<file path="config.mk">
export PLATFORM = sky130hd
export DESIGN_NAME = mem_rd_arb
export DESIGN_NICKNAME = d
export VERILOG_FILES = /design/src/rtl/acc_pkg.sv /design/src/rtl/arb_tag_fifo.sv /design/src/rtl/mem_rd_arb.sv
export SDC_FILE = /design/constraint.sdc
export NUM_CORES = 1
export LEC_CHECK = 0
export ABC_CLOCK_PERIOD_IN_PS = 5220
export BUFFER_PORTS_ARGS = -buffer_cell sky130_fd_sc_hd__buf_2
export CAP_MARGIN = 10
export CORE_MARGIN = 2
export CORE_UTILIZATION = 40
export DETAILED_ROUTE_END_ITERATION = 7
export PLACE_DENSITY = 0.64
export RECOVER_POWER = 25
export SYNTH_ARGS = -nofsm -noshare
export SYNTH_HDL_FRONTEND = slang
export SYNTH_SLANG_ARGS = --single-unit
</file>
<file path="constraint.sdc">
create_clock -name clk -period 5.22 [get_ports clk]
set_clock_uncertainty 0.1 [all_clocks]
set_input_delay 0.522 -clock clk [delete_from_list [all_inputs] [get_ports clk]]
set_output_delay 0.522 -clock clk [all_outputs]
set_load 0.02 [all_outputs]
</file>
<file path="src/rtl/acc_pkg.sv">
`default_nettype none
// ============================================================================
// Package  : acc_pkg
// Brief    : Shared accelerator widths, client ids and arbiter state encoding.
// Revision : 1.0 - initial release
// ============================================================================
package acc_pkg;

    localparam int ACC_ADDR_W = 32;
    localparam int ACC_DATA_W = 32;

    localparam int CLI_WEIGHT = 0;
    localparam int CLI_FEAT   = 1;
    localparam int CLI_OUT    = 2;

    typedef enum logic [0:0] {
        ARB_IDLE = 1'b0,
        ARB_LOCK = 1'b1
    } arb_state_e;

endpackage
`default_nettype wire

</file>
<file path="src/rtl/arb_tag_fifo.sv">
`default_nettype none
// ============================================================================
// Module   : arb_tag_fifo
// Brief    : Synchronous tag FIFO holding {client id, address} of issued reads.
// Revision : 1.0 - initial release
// ============================================================================
module arb_tag_fifo #(
    parameter int WIDTH = 8,
    parameter int DEPTH = 4
) (
    input  logic             clk,
    input  logic             rst_n,
    input  logic             push,
    input  logic [WIDTH-1:0] push_data,
    input  logic             pop,
    output logic [WIDTH-1:0] pop_data,
    output logic             full,
    output logic             empty
);

    localparam int PTR_W = $clog2(DEPTH);

    logic [WIDTH-1:0] r_mem [DEPTH];
    logic [PTR_W-1:0] r_wr_ptr;
    logic [PTR_W-1:0] r_rd_ptr;
    logic [PTR_W:0]   r_count;
    logic             w_push;
    logic             w_pop;

    assign w_push = push & ~full;
    assign w_pop  = pop & ~empty;

    // Storage needs no reset: empty gates every consumer of the head entry.
    always_ff @(posedge clk) begin
        if (w_push) begin
            r_mem[r_wr_ptr] <= push_data;
        end
    end

    always_ff @(posedge clk or negedge rst_n) begin
        if (!rst_n) begin
            r_wr_ptr <= '0;
            r_rd_ptr <= '0;
            r_count  <= '0;
        end else begin
            if (w_push) begin
                r_wr_ptr <= r_wr_ptr + 1'b1;
            end
            if (w_pop) begin
                r_rd_ptr <= r_rd_ptr + 1'b1;
            end
            r_count <= r_count + (PTR_W+1)'(w_push) - (PTR_W+1)'(w_pop);
        end
    end

    assign full     = (r_count == (PTR_W+1)'(DEPTH));
    assign empty    = (r_count == '0);
    assign pop_data = r_mem[r_rd_ptr];

endmodule
`default_nettype wire

</file>
<file path="src/rtl/mem_rd_arb.sv">
`default_nettype none
// ============================================================================
// Module   : mem_rd_arb
// Brief    : Locking round-robin read arbiter with in-order tagged response routing.
// Revision : 1.0 - initial release
// ============================================================================
module mem_rd_arb
    import acc_pkg::*;
#(
    parameter int NUM_CLI = 3,
    parameter int ADDR_W  = ACC_ADDR_W,
    parameter int DATA_W  = ACC_DATA_W,
    parameter int OUTST   = 4
) (
    input  logic                      clk,
    input  logic                      rst_n,
    input  logic [NUM_CLI-1:0]        cli_req,
    input  logic [NUM_CLI-1:0]        cli_vld,
    input  logic [NUM_CLI*ADDR_W-1:0] cli_addr,
    output logic [NUM_CLI-1:0]        cli_rdy,
    output logic [ADDR_W-1:0]         rsp_addr,
    output logic [DATA_W-1:0]         rsp_data,
    output logic [NUM_CLI-1:0]        rsp_vld,
    input  logic [NUM_CLI-1:0]        rsp_rdy,
    output logic [ADDR_W-1:0]         mem_addr,
    output logic                      mem_vld,
    input  logic                      mem_rdy,
    input  logic [DATA_W-1:0]         mem_rsp_data,
    input  logic                      mem_rsp_vld,
    output logic                      mem_rsp_rdy,
    output logic [NUM_CLI-1:0]        grant,
    output logic                      busy
);

    localparam int ID_W  = $clog2(NUM_CLI);
    localparam int TAG_W = ID_W + ADDR_W;

    arb_state_e           r_state;
    arb_state_e           w_state_nxt;
    logic [NUM_CLI-1:0]   r_grant;
    logic [NUM_CLI-1:0]   w_grant_nxt;
    logic [ID_W-1:0]      r_last;
    logic [ID_W-1:0]      w_last_nxt;

    logic [2*NUM_CLI-1:0] w_req_dbl;
    logic [NUM_CLI-1:0]   w_req_rot;
    logic [ID_W:0]        w_off;
    logic [ID_W:0]        w_sum;
    logic                 w_sel_found;
    logic [ID_W-1:0]      w_sel_idx;

    logic [ADDR_W-1:0]    w_own_addr;
    logic                 w_fire;
    logic                 w_full;
    logic                 w_empty;
    logic                 w_pop;
    logic [TAG_W-1:0]     w_head;
    logic [ID_W-1:0]      w_head_id;
    logic [ADDR_W-1:0]    w_head_addr;

    // Rotate the request vector so bit 0 is the client just after last owner.
    always_comb begin
        w_req_dbl   = {cli_req, cli_req};
        w_req_rot   = NUM_CLI'(w_req_dbl >> ({1'b0, r_last} + 1'b1));
        w_sel_found = 1'b0;
        w_off       = '0;
        for (int i = NUM_CLI - 1; i >= 0; i--) begin
            if (w_req_rot[i]) begin
                w_sel_found = 1'b1;
                w_off       = (ID_W+1)'(i);
            end
        end
        w_sum = {1'b0, r_last} + w_off + 1'b1;
        if (w_sum >= (ID_W+1)'(NUM_CLI)) begin
            w_sum = w_sum - (ID_W+1)'(NUM_CLI);
        end
        w_sel_idx = ID_W'(w_sum);
    end

    always_comb begin
        w_state_nxt = r_state;
        w_grant_nxt = r_grant;
        w_last_nxt  = r_last;
        case (r_state)
            ARB_IDLE: begin
                if (w_sel_found) begin
                    w_state_nxt = ARB_LOCK;
                    w_grant_nxt = NUM_CLI'(1) << w_sel_idx;
                    w_last_nxt  = w_sel_idx;
                end
            end
            ARB_LOCK: begin
                if (!cli_req[r_last]) begin
                    w_state_nxt = ARB_IDLE;
                    w_grant_nxt = '0;
                end
            end
            default: begin
                w_state_nxt = ARB_IDLE;
                w_grant_nxt = '0;
            end
        endcase
    end

    always_ff @(posedge clk or negedge rst_n) begin
        if (!rst_n) begin
            r_state <= ARB_IDLE;
            r_grant <= '0;
            r_last  <= ID_W'(NUM_CLI - 1);
        end else begin
            r_state <= w_state_nxt;
            r_grant <= w_grant_nxt;
            r_last  <= w_last_nxt;
        end
    end

    always_comb begin
        w_own_addr = '0;
        for (int i = 0; i < NUM_CLI; i++) begin
            if (r_grant[i]) begin
                w_own_addr = cli_addr[i*ADDR_W +: ADDR_W];
            end
        end
    end

    // Full stalls issue outright; a same-cycle pop does not free a slot.
    assign mem_vld  = (|(r_grant & cli_req & cli_vld)) & ~w_full;
    assign w_fire   = mem_vld & mem_rdy;
    assign mem_addr = w_own_addr;
    assign cli_rdy  = r_grant & {NUM_CLI{w_fire}};
    assign grant    = r_grant;

    arb_tag_fifo #(
        .WIDTH (TAG_W),
        .DEPTH (OUTST)
    ) u_tag_fifo (
        .clk       (clk),
        .rst_n     (rst_n),
        .push      (w_fire),
        .push_data ({r_last, w_own_addr}),
        .pop       (w_pop),
        .pop_data  (w_head),
        .full      (w_full),
        .empty     (w_empty)
    );

    assign {w_head_id, w_head_addr} = w_head;

    always_comb begin
        rsp_vld = '0;
        if (mem_rsp_vld && !w_empty) begin
            rsp_vld = NUM_CLI'(1) << w_head_id;
        end
    end

    assign mem_rsp_rdy = ~w_empty & rsp_rdy[w_head_id];
    assign w_pop       = mem_rsp_vld & mem_rsp_rdy;
    assign rsp_addr    = w_empty ? '0 : w_head_addr;
    assign rsp_data    = mem_rsp_data;
    assign busy        = (|r_grant) | ~w_empty;

endmodule
`default_nettype wire

</file>
# ---- Word-level counts from Yosys, hierarchy flattened
# Memories as Yosys holds them, arrays and structs flattened.
# Cells that the tools add are included.
# Widths: inputs -> output; s select.
dict set report word_totals {
  elab_cells 68
  mem_count 1
  inputBits 141
  mem_bits_rw 136
  register_bits 13
  output_inout_bits 108
}
dict set report classes {
  mux 24
  bitwise 13
  n_lt_le_gt_ge 3
  n_reduce_logical 7
  n_shift 3
  add_sub_neg 8
  n_eq_ne 3
}
# name depth word_bits read_ports rd_ports_with_merged_regs wr line_no
set mem_list {}
lappend mem_list {u_tag_fifo.r_mem 4 34 1 0 1 arb_tag_fifo.sv:23} ;# logic [WIDTH-1:0] r_mem [DEPTH];
# op n
set op_table {}
lappend op_table {{$mux 32} 4}
lappend op_table {{$mux 3} 4}
lappend op_table {{$and 3x3->3} 3}
lappend op_table {{$mux 1} 9}
lappend op_table {{$and 1x1->1} 6}
lappend op_table {{$lt 2x3->1 const B} 2}
lappend op_table {{$mux 2} 3}
lappend op_table {{$pmux 3 s2} 1}
lappend op_table {{$reduce_or 3->1} 2}
lappend op_table {{$shl 1x2->3 const A} 2}
lappend op_table {{$shr 6x3->3} 1}
lappend op_table {{$add 2x1->2 const B} 2}
lappend op_table {{$bmux 1 s2} 2}
lappend op_table {{$ne 2x2->1 const B} 2}
lappend op_table {{$reduce_and 2->1} 2}
lappend op_table {{$add 2x1->3 const B} 1}
lappend op_table {{$add 2x3->3} 1}
lappend op_table {{$add 3x1->3} 1}
lappend op_table {{$add 3x1->3 const B} 1}
lappend op_table {{$eq 3x3->1 const B} 1}
lappend op_table {{$ge 3x2->1 const B} 1}
lappend op_table {{$logic_not 3->1} 1}
lappend op_table {{$not 1->1} 3}
lappend op_table {{$sub 3x1->3} 1}
lappend op_table {{other kinds (5)} 5}

# ---- Depth between registers and ports, before layout
# Gate-level depths: netlist (run 1).
dict set report logic_depth {
  depth_word 12
  depth_mapped 12
  mapped_depth_nobuf 12
}

# ---- By module
# From an unflattened synthesis (run 1), not the netlist that was laid out.
dict set report hier_totals {
  cells_unflattened 473
  hier_area_um2 7069.3
}
# mod cells_per_inst seq_area_each_um2 instances area_per_inst_um2
set modules_own_cells {}
lappend modules_own_cells {arb_tag_fifo 220 4259.1 1 5418.9}
lappend modules_own_cells {mem_rd_arb 253 151.4 1 1650.3}

# ---- Least setup slack after synthesis (run 1)
# OpenSTA, ideal clock, no wires.
dict set report synth_path {
  path_kind {reg-to-reg}
  startpoint {register r_last[1]}
  endpoint {register r_grant[2] (netlist: grant[2])}
  arrival_time_ns 2.982
  path_slack_ns 2.013
  path_stages_with_launch 13
  setup_time_ns 0.125
  n_path_buf 1
  synth_period_minus_slack_ns 3.207
  required_time_ns 4.995
  cell_sequence {dfstp_2 clkbuf_1 xor2_1 nor2_1 a311oi_1 ha_1 inv_1 fa_1 ha_1 or3_1 o21ai_0 nor3_1 mux2_2}
}
dict set report synth_between {
  elab_chain_len 12
  elab_cells_between_ends 21
  classes_between {add/sub: 4; order compare: 1; eq/ne: 2; shift: 2; mux: 11; reduce/logical: 1}
}
# element line_no
set synth_lines {}
lappend synth_lines {{start: declaration} mem_rd_arb.sv:42} ;# logic [ID_W-1:0] r_last;
lappend synth_lines {{start signal: assignment} mem_rd_arb.sv:109} ;# r_last <= ID_W'(NUM_CLI - 1);
lappend synth_lines {{start signal: assignment} mem_rd_arb.sv:113} ;# r_last <= w_last_nxt;
lappend synth_lines {{$add 2x1->3} mem_rd_arb.sv:64} ;# w_req_rot = NUM_CLI'(w_req_dbl >> ({1'b0, r_last} + 1'b1));
lappend synth_lines {{$shr 6x3->3} mem_rd_arb.sv:64}
lappend synth_lines {{$mux 2 (2 in a row)} mem_rd_arb.sv:68} ;# if (w_req_rot[i]) begin
lappend synth_lines {{$mux 3} mem_rd_arb.sv:68}
lappend synth_lines {{$add 2x3->3} mem_rd_arb.sv:73} ;# w_sum = {1'b0, r_last} + w_off + 1'b1;
lappend synth_lines {{$add 3x1->3} mem_rd_arb.sv:73}
lappend synth_lines {{$ge 3x2->1 or $sub 2x2->2 (tied branches)} {mem_rd_arb.sv:74, mem_rd_arb.sv:75}}
lappend synth_lines {{$mux 2} mem_rd_arb.sv:74} ;# if (w_sum >= (ID_W+1)'(NUM_CLI)) begin
lappend synth_lines {{$shl 1x2->3} mem_rd_arb.sv:88} ;# w_grant_nxt = NUM_CLI'(1) << w_sel_idx;
lappend synth_lines {{$mux 3} mem_rd_arb.sv:86} ;# if (w_sel_found) begin
lappend synth_lines {{$pmux 3 s2} mem_rd_arb.sv:84} ;# case (r_state)
lappend synth_lines {{end signal: assignment} mem_rd_arb.sv:112} ;# r_grant <= w_grant_nxt;
lappend synth_lines {{end: declaration} mem_rd_arb.sv:40} ;# logic [NUM_CLI-1:0] r_grant;
# Several ways; a longest one is shown, not always the timed one. The select of a mux whose other input is x is not followed.
# A chain may end at the register's enable or synchronous reset.

# ---- Final worst setup path (run 1)
dict set report layout_path {
  startpoint {register r_grant[1] (netlist: grant[1])}
  endpoint {output mem_addr[23]}
}
dict set report layout_between {
  elab_chain_len 2
}
# element line_no
set layout_lines {}
lappend layout_lines {{$mux 32 (2 in a row)} mem_rd_arb.sv:120} ;# if (r_grant[i]) begin
lappend layout_lines {{end: declaration} mem_rd_arb.sv:25} ;# output logic [ADDR_W-1:0] mem_addr,
# No other way between the ends.

==> results of run 1 <==
power breakdown:
part / switching [mW] / total [mW] / internal [mW] / leakage [nW]
Clock: 0.447 / 1.26 / 0.809 / 0.296
Sequential: 0.181 / 1.68 / 1.50 / 1.40
Combinational: 1.06 / 1.81 / 0.747 / 1.52
final timing paths:
path,startpoint,endpoint,cells after the start
worst max-delay path,grant[1],mem_addr[23],5
worst min-delay path,cli_req[1],r_state,3
worst max register to register,u_tag_fifo.r_rd_ptr[1],u_tag_fifo.r_count[2],10
worst min register to register,u_tag_fifo.r_count[2],u_tag_fifo.r_count[2],1
max in group asynchronous,rst_n,u_tag_fifo.r_rd_ptr[0],2
min in group asynchronous,rst_n,r_state,2
sequential cells by signal, indices dropped and copies added, names as in the netlist:
| signal | flops |
|---|---|
| r_last | 2 |
| u_tag_fifo.r_rd_ptr | 2 |
| grant | 3 |
| u_tag_fifo.r_wr_ptr | 2 |
| u_tag_fifo.r_count | 3 |
| r_state | 1 |
| u_tag_fifo.r_mem | 136 |
per-layer routing:
layer	vias up	track usage, %	wire length (µm)
met5	-	0	0
met3	32	4.362	1070
met2	169	30.86	8230
met4	0	7.060	309
met1	2136	22.75	6693
li1	2065	-	-
area by class of cell:
type,count,share of cell area (%)
Inverter,15,0.6681
Multi-Input combinational cell,247,25.13
Sequential cell,149,52.35
Clock inverter,10,1.841
Clock buffer,22,5.389
Timing Repair Buffer,188,11.28
Tap cell,225,3.340
cells in the final DEF, fill, tap and decap left out, drive strengths merged, types with 5 or more instances in the layout:
cell and n:
clkinv 5, clkbuf 28, and2 41, nor2 8
o21ai 40, a22oi 32, nand2 37, mux4 34
edfxtp 136, nand3 5, dfrtp 12, inv 15
buf 181, ha 8
metrics by stage:
| stage | utilization (%) | total power [mW] | cells | setup slack (ns) | hold slack (ns) |
|---|---|---|---|---|---|
| after global placement | 45.69 | 3.472 | 822 | 1.882 | 0.3463 |
| final | 49.24 | 4.743 | 856 | 0.8711 | 0.3743 |
| after floorplan | - | 2.972 | 473 | 2.013 | 0.1264 |
| after detailed placement | 45.69 | 3.527 | 822 | 1.744 | 0.3429 |
| after CTS | 49.31 | 4.785 | 855 | 1.295 | 0.3475 |
| after global routing | 49.24 | 5.010 | 856 | 0.5406 | 0.3792 |
what timing repair did:
item,in CTS,in global routing
hold endpoints to repair,12,0
setup endpoints to repair,0,0
gates resized for setup,0,0
hold buffers,1,0
tightest hold or removal path: stages:
cell and delay [ns]:
buf_2 0.13, o22ai_1 0.13, a21oi_1 0.06
cells by family (layout without fill, tap and decap cells):
group,count (synthesis),after routing,share of synthesized area [%]
flops,149,149,63.46
simple gates,106,106,8.011
fa+ha+maj,10,10,2.016
buf+inv,77,235,6.048
compound gates,86,86,7.939
xor+xnor,6,6,0.7562
mux,39,39,11.77
==> impl_results.md, run 1 <==
- Drc violations: 0
- Max cap viols: 2
- IO Port Bufs: 184
- Final instance area: around 8400 µm²
- Synth area leader: edfxtp_1
- #FFs+latches synth: 149
- # rows: 48
- Detail Route Antenna Nets: 0
- Fmax achieved: 229.9 MHz
- Die area: roughly 18000 µm²
- Count leader, synth: edfxtp_1
- WL per Instance: around 19 µm
- Failing checks: max-capacitance violations, max-slew violations
- Clock sink count: ~150
- Synth top area share: between 50% and 60%
- Area Growth Syn to Fin: 21.26%
- Pwr per Cell Area: 562.8 nW/µm²
- Layout cell share with drive strength beyond 1: between 30% and 40%
- Depth of the CTS H-tree: 4
- Dpl cell area: 7820 µm²
- Gr ovfl total: 0
- Final setup fails: 0
- Slew margin rel.: -36.28%
- Cts bufs inserted: 17
- Final hold violations: 0
- Core area: between 15000 and 20000 µm²
- RD Place Congestion: between 0.8 and 0.9
- Crit path DAT: 3.73 ns
- Post-synth cell types: 42
- TritonCTS clock tree: done
- Post-synth EDFFs: about 140
- Cells along the critical path: clkbuf_1, nor2_4, a22oi_1, o21ai_0, buf_2
- Setup TNS: 0 ns
- Top Ports: between 200 and 250
- CP Max Fanout: 32
- DIE WIDTH: roughly 140 µm
- Vias per cell: roughly 5
- Syn_area_per_cell: roughly 15 µm²
- Vias: around 4400
- WL final: between 15000 and 20000 µm
- Multi-input gate area: approximately 2100 µm²
- Primary FF master, synth: edfxtp_1
- Synthesized area: between 6000 and 7000 µm²
- Post-CTS Setup Bufs: 0
- CP max stage cell: nor2_4
- Antenna fix cells: 0
- Vias in the first global route: between 4000 and 5000
- DRT Pass-1 Iters: 4
- Clock Pin Slew Worst Setup and Hold Paths: roughly 0.06 ns
- Clk Latency, worst-skew pair: around 0.41 ns
- Mapped Cells: 473
- Status: finished, violations left
- Largest cells by area after synthesis: edfxtp_1 (59%), mux4_2 (11%), dfrtp_1 (4.3%)
- Reg-to-reg slack, setup: roughly 1.3 ns
- Ys Warns: 0
- Post-DP HPWL: 10760 µm
- Max clock buf depth: 2
- WP data required: 4.60 ns
- Cell family with most CP delay: buffers and inverters
- Leakage Power: ~3.2 nW
- Final Max Tran Viols: 106
- RSZ-0062 raised after global routing: false
- Register area share after synthesis: a little under two thirds
- Period utilization: 83.31%
- Pin count of the biggest net entering global routing: 70
- Crit start category: register
- Initial Util: 40.61%
- Fill cells: about 1500
- Worst Max-Slew Pin Slew: approximately 2.0 ns
- Root buffer cell: clkbuf_16
- Global-route wire length before repair: 24550 µm
- CP peak stage delay: 0.92 ns
- Synth cell count leaders: edfxtp_1 (136), and2_1 (41), o21ai_0 (40)
- Gr usage total: roughly 18%
- Worst path bufs/invs: 2
- Crit path kind: register to primary output
- Critical path endpoint category: primary output
- Initial antenna violation count: 0
- Starting DRT DRC Count: between 200 and 250
- Asr flop ratio synth: about 8.7%
- VDD IR max: around 0.00026 V
- Nets: just under 800
- Die height: between 100 and 150 µm
- Hold Crit Class: input pin to register
- Register cell area after layout: approximately 4400 µm²
- Min Tclk post-route: approximately 4.3 ns
- Syn nets: 624
Power figures use the tool's default switching activity.
==> inputs of run 2 (changes only) <==
--- a/config.mk
+++ b/config.mk
@@ -5,7 +5,7 @@
 export SDC_FILE = /design/constraint.sdc
 export NUM_CORES = 1
 export LEC_CHECK = 0
-export ABC_CLOCK_PERIOD_IN_PS = 5220
+export ABC_CLOCK_PERIOD_IN_PS = 4100
 export BUFFER_PORTS_ARGS = -buffer_cell sky130_fd_sc_hd__buf_2
 export CAP_MARGIN = 10
 export CORE_MARGIN = 2
==> constraint.sdc (replaced) <==
create_clock -name clk -period 4.1 [get_ports clk]
set_clock_uncertainty 0.1 [all_clocks]
set_input_delay 0.41 -clock clk [delete_from_list [all_inputs] [get_ports clk]]
set_output_delay 0.41 -clock clk [all_outputs]
set_load 0.02 [all_outputs]
==> run 2 against run 1 <==
The flow now finishes without violations; largest cell class unchanged; critical path type unchanged; die area did not move; sequential power up 21%; utilization rose by 0.34 points; sequential share of layout area fell by 0.35 points; clock power increased by 24%; power is 27% higher; global-route usage increased by 0.60 points.
==> impl_results.md, run 2 (synthesis results as in run 1) <==
- Status: finished clean
- Reg2Reg Launch Point: r_last[1]
- Root buffer cell: clkbuf_16
- VDD IR max: about 0.00033 V
- Area Growth Syn to Fin: 22.11%
- Worst Max-Slew Pin Slew: 1.375 ns
- WL per Instance: roughly 20 µm
- Initial Util: roughly two fifths
- DIE WIDTH: ~140 µm
- Biggest register: u_tag_fifo.r_mem
- DRT Pass-1 Iters: 4
- Multi-input gate area: 2125 µm²
- Min-delay src: cli_req[1]
- Drc violations: 0
- TritonCTS clock tree: done
- Slew margin rel.: between 8 and 9%
- Antenna fix cells: 0
- Hold Crit Depth: 3
- Most frequent cells in the layout: buf_2 (179), edfxtp_1 (136), o21ai_0 (40)
- Post-CTS Hold Buffers: 1
- Final hold violations: 0
- Detail Route Antenna Nets: 0
- Max cap viols: 0
- Post-DP HPWL: 11520 µm
- Die height: roughly 140 µm
- Vias in the first global route: 4637
- Fill cells: 1502
- Path depth of the worst reg2reg path: 11
- CP Max Fanout: 20
- Min Tclk post-route: approximately 3.5 ns
- Vias: 4550
- IO Port Bufs: ~180
- Die area: 18450 µm²
- Max clock buf depth: 2
- Gr ovfl total: 0
- Fmax achieved: between 200 and 300 MHz
- Core area: 17120 µm²
- RSZ-0062 raised after global routing: false
- Commonest non-fill, non-tap cell in the layout: buf_2
- Leakage Power: between 3 and 4 nW
- CTS resizes: 0
- RD Place Congestion: approximately 0.8
- Nets: roughly 780
- # rows: 48
- Initial antenna violation count: 2
- Starting DRT DRC Count: 238
- Pin count of the biggest net entering global routing: 69
- Gr usage total: 18.83%
- Reg-to-reg slack, setup: 0.62 ns
- Clock Pin Slew Worst Setup and Hold Paths: 0.06 ns
- Hold endpoint: r_state
- Top Ports: between 200 and 250
- Crit start category: register
- Vias per cell: ~5.3
- Global-route wire length before repair: 25360 µm
- Setup TNS: 0 ns
- Post-CTS Setup Bufs: 0
- Pwr per Cell Area: approximately 710 nW/µm²
- Depth of the CTS H-tree: 4
- Hold Crit Class: input pin to register
- Final WS setup: 0.5808 ns
- Cts bufs inserted: 17
- WL final: ~17000 µm
- Max FFs per register: between 100 and 150
- Critical path endpoint category: primary output
- Period utilization: between 80% and 90%
- Clock sink count: 149
- Final setup fails: 0
- Place WS: ~0.77 ns
- Crit path kind: register to primary output
- Crit path DAT: between 3 and 4 ns
- WP data required: about 3.6 ns
- Clk Latency, worst-skew pair: ~0.41 ns
- Final Max Tran Viols: 0
- Register cell area after layout: ~4400 µm²
- Critical R2R Capture: grant[2]
- Layout cell share with drive strength beyond 1: between 40% and 50%
[run 2: changes by cell type in the layout (fill, tap and decap cells not counted), moves of 2 or more]
| cell | change |
|---|---|
| buf_4 | +10 |
| clkbuf_1 | -3 |
| clkbuf_2 | +2 |
| clkinv_1 | +3 |
[run 2: through the flow]
stage,cell area (µm²),total power [mW],cells,hold WS [ns],util (%)
5_1_grt,8487,6.355,865,0.2970,49.58
6_report,8487,6.008,865,0.2500,49.58
4_1_cts,8507,6.077,865,0.2302,49.70
2_1_floorplan,6950,3.784,473,0.01441,-
3_5_place_dp,7903,4.504,833,0.2162,46.17
3_3_place_gp,7903,4.424,833,0.2099,46.17
[run 2: report_power, final]
group | total [mW] | internal, mW | switching, mW
registers | 2.03 | 1.91 | 0.121
logic | 2.42 | 0.949 | 1.47
clock network | 1.56 | 1.00 | 0.553
total | 6.01 | 3.86 | 2.14
[run 2: critical path: stages (launching register included)]
cell     delay (ns)
dfrtp_1        0.74
nor2_4         0.60
buf_4          0.34
a22oi_1        0.09
o21ai_0        0.53
buf_2          0.28
[run 2: area by class of cell]
class	instances	area share, %
flip-flops and latches	149	52.00
multi-input cells	247	25.03
repair buffers	198	11.99
clock buffers	19	5.101
well taps	225	3.317
clock inverters	12	1.902
inverters	15	0.6634
[run 2: worst max-delay path by stage]
stage	from	to	slack [ns]	depth (start not counted)
after floorplan	r_last[1]	grant[2]	0.89	12
after global placement	r_last[1]	grant[2]	0.94	11
after detailed placement	r_last[1]	grant[2]	0.77	11
after CTS	grant[1]	mem_addr[13]	0.48	5
after global routing	grant[1]	mem_addr[13]	0.31	5
final	grant[1]	mem_addr[4]	0.58	5
[run 2: metal layers]
metal / GRT usage (%) / up-vias / routed length [µm]
met5: 0 / - / 13
met4: 7.755 / 2 / 507
met3: 4.027 / 48 / 1057
met2: 33.92 / 192 / 8826
met1: 21.80 / 2233 / 6637
li1: - / 2075 / -
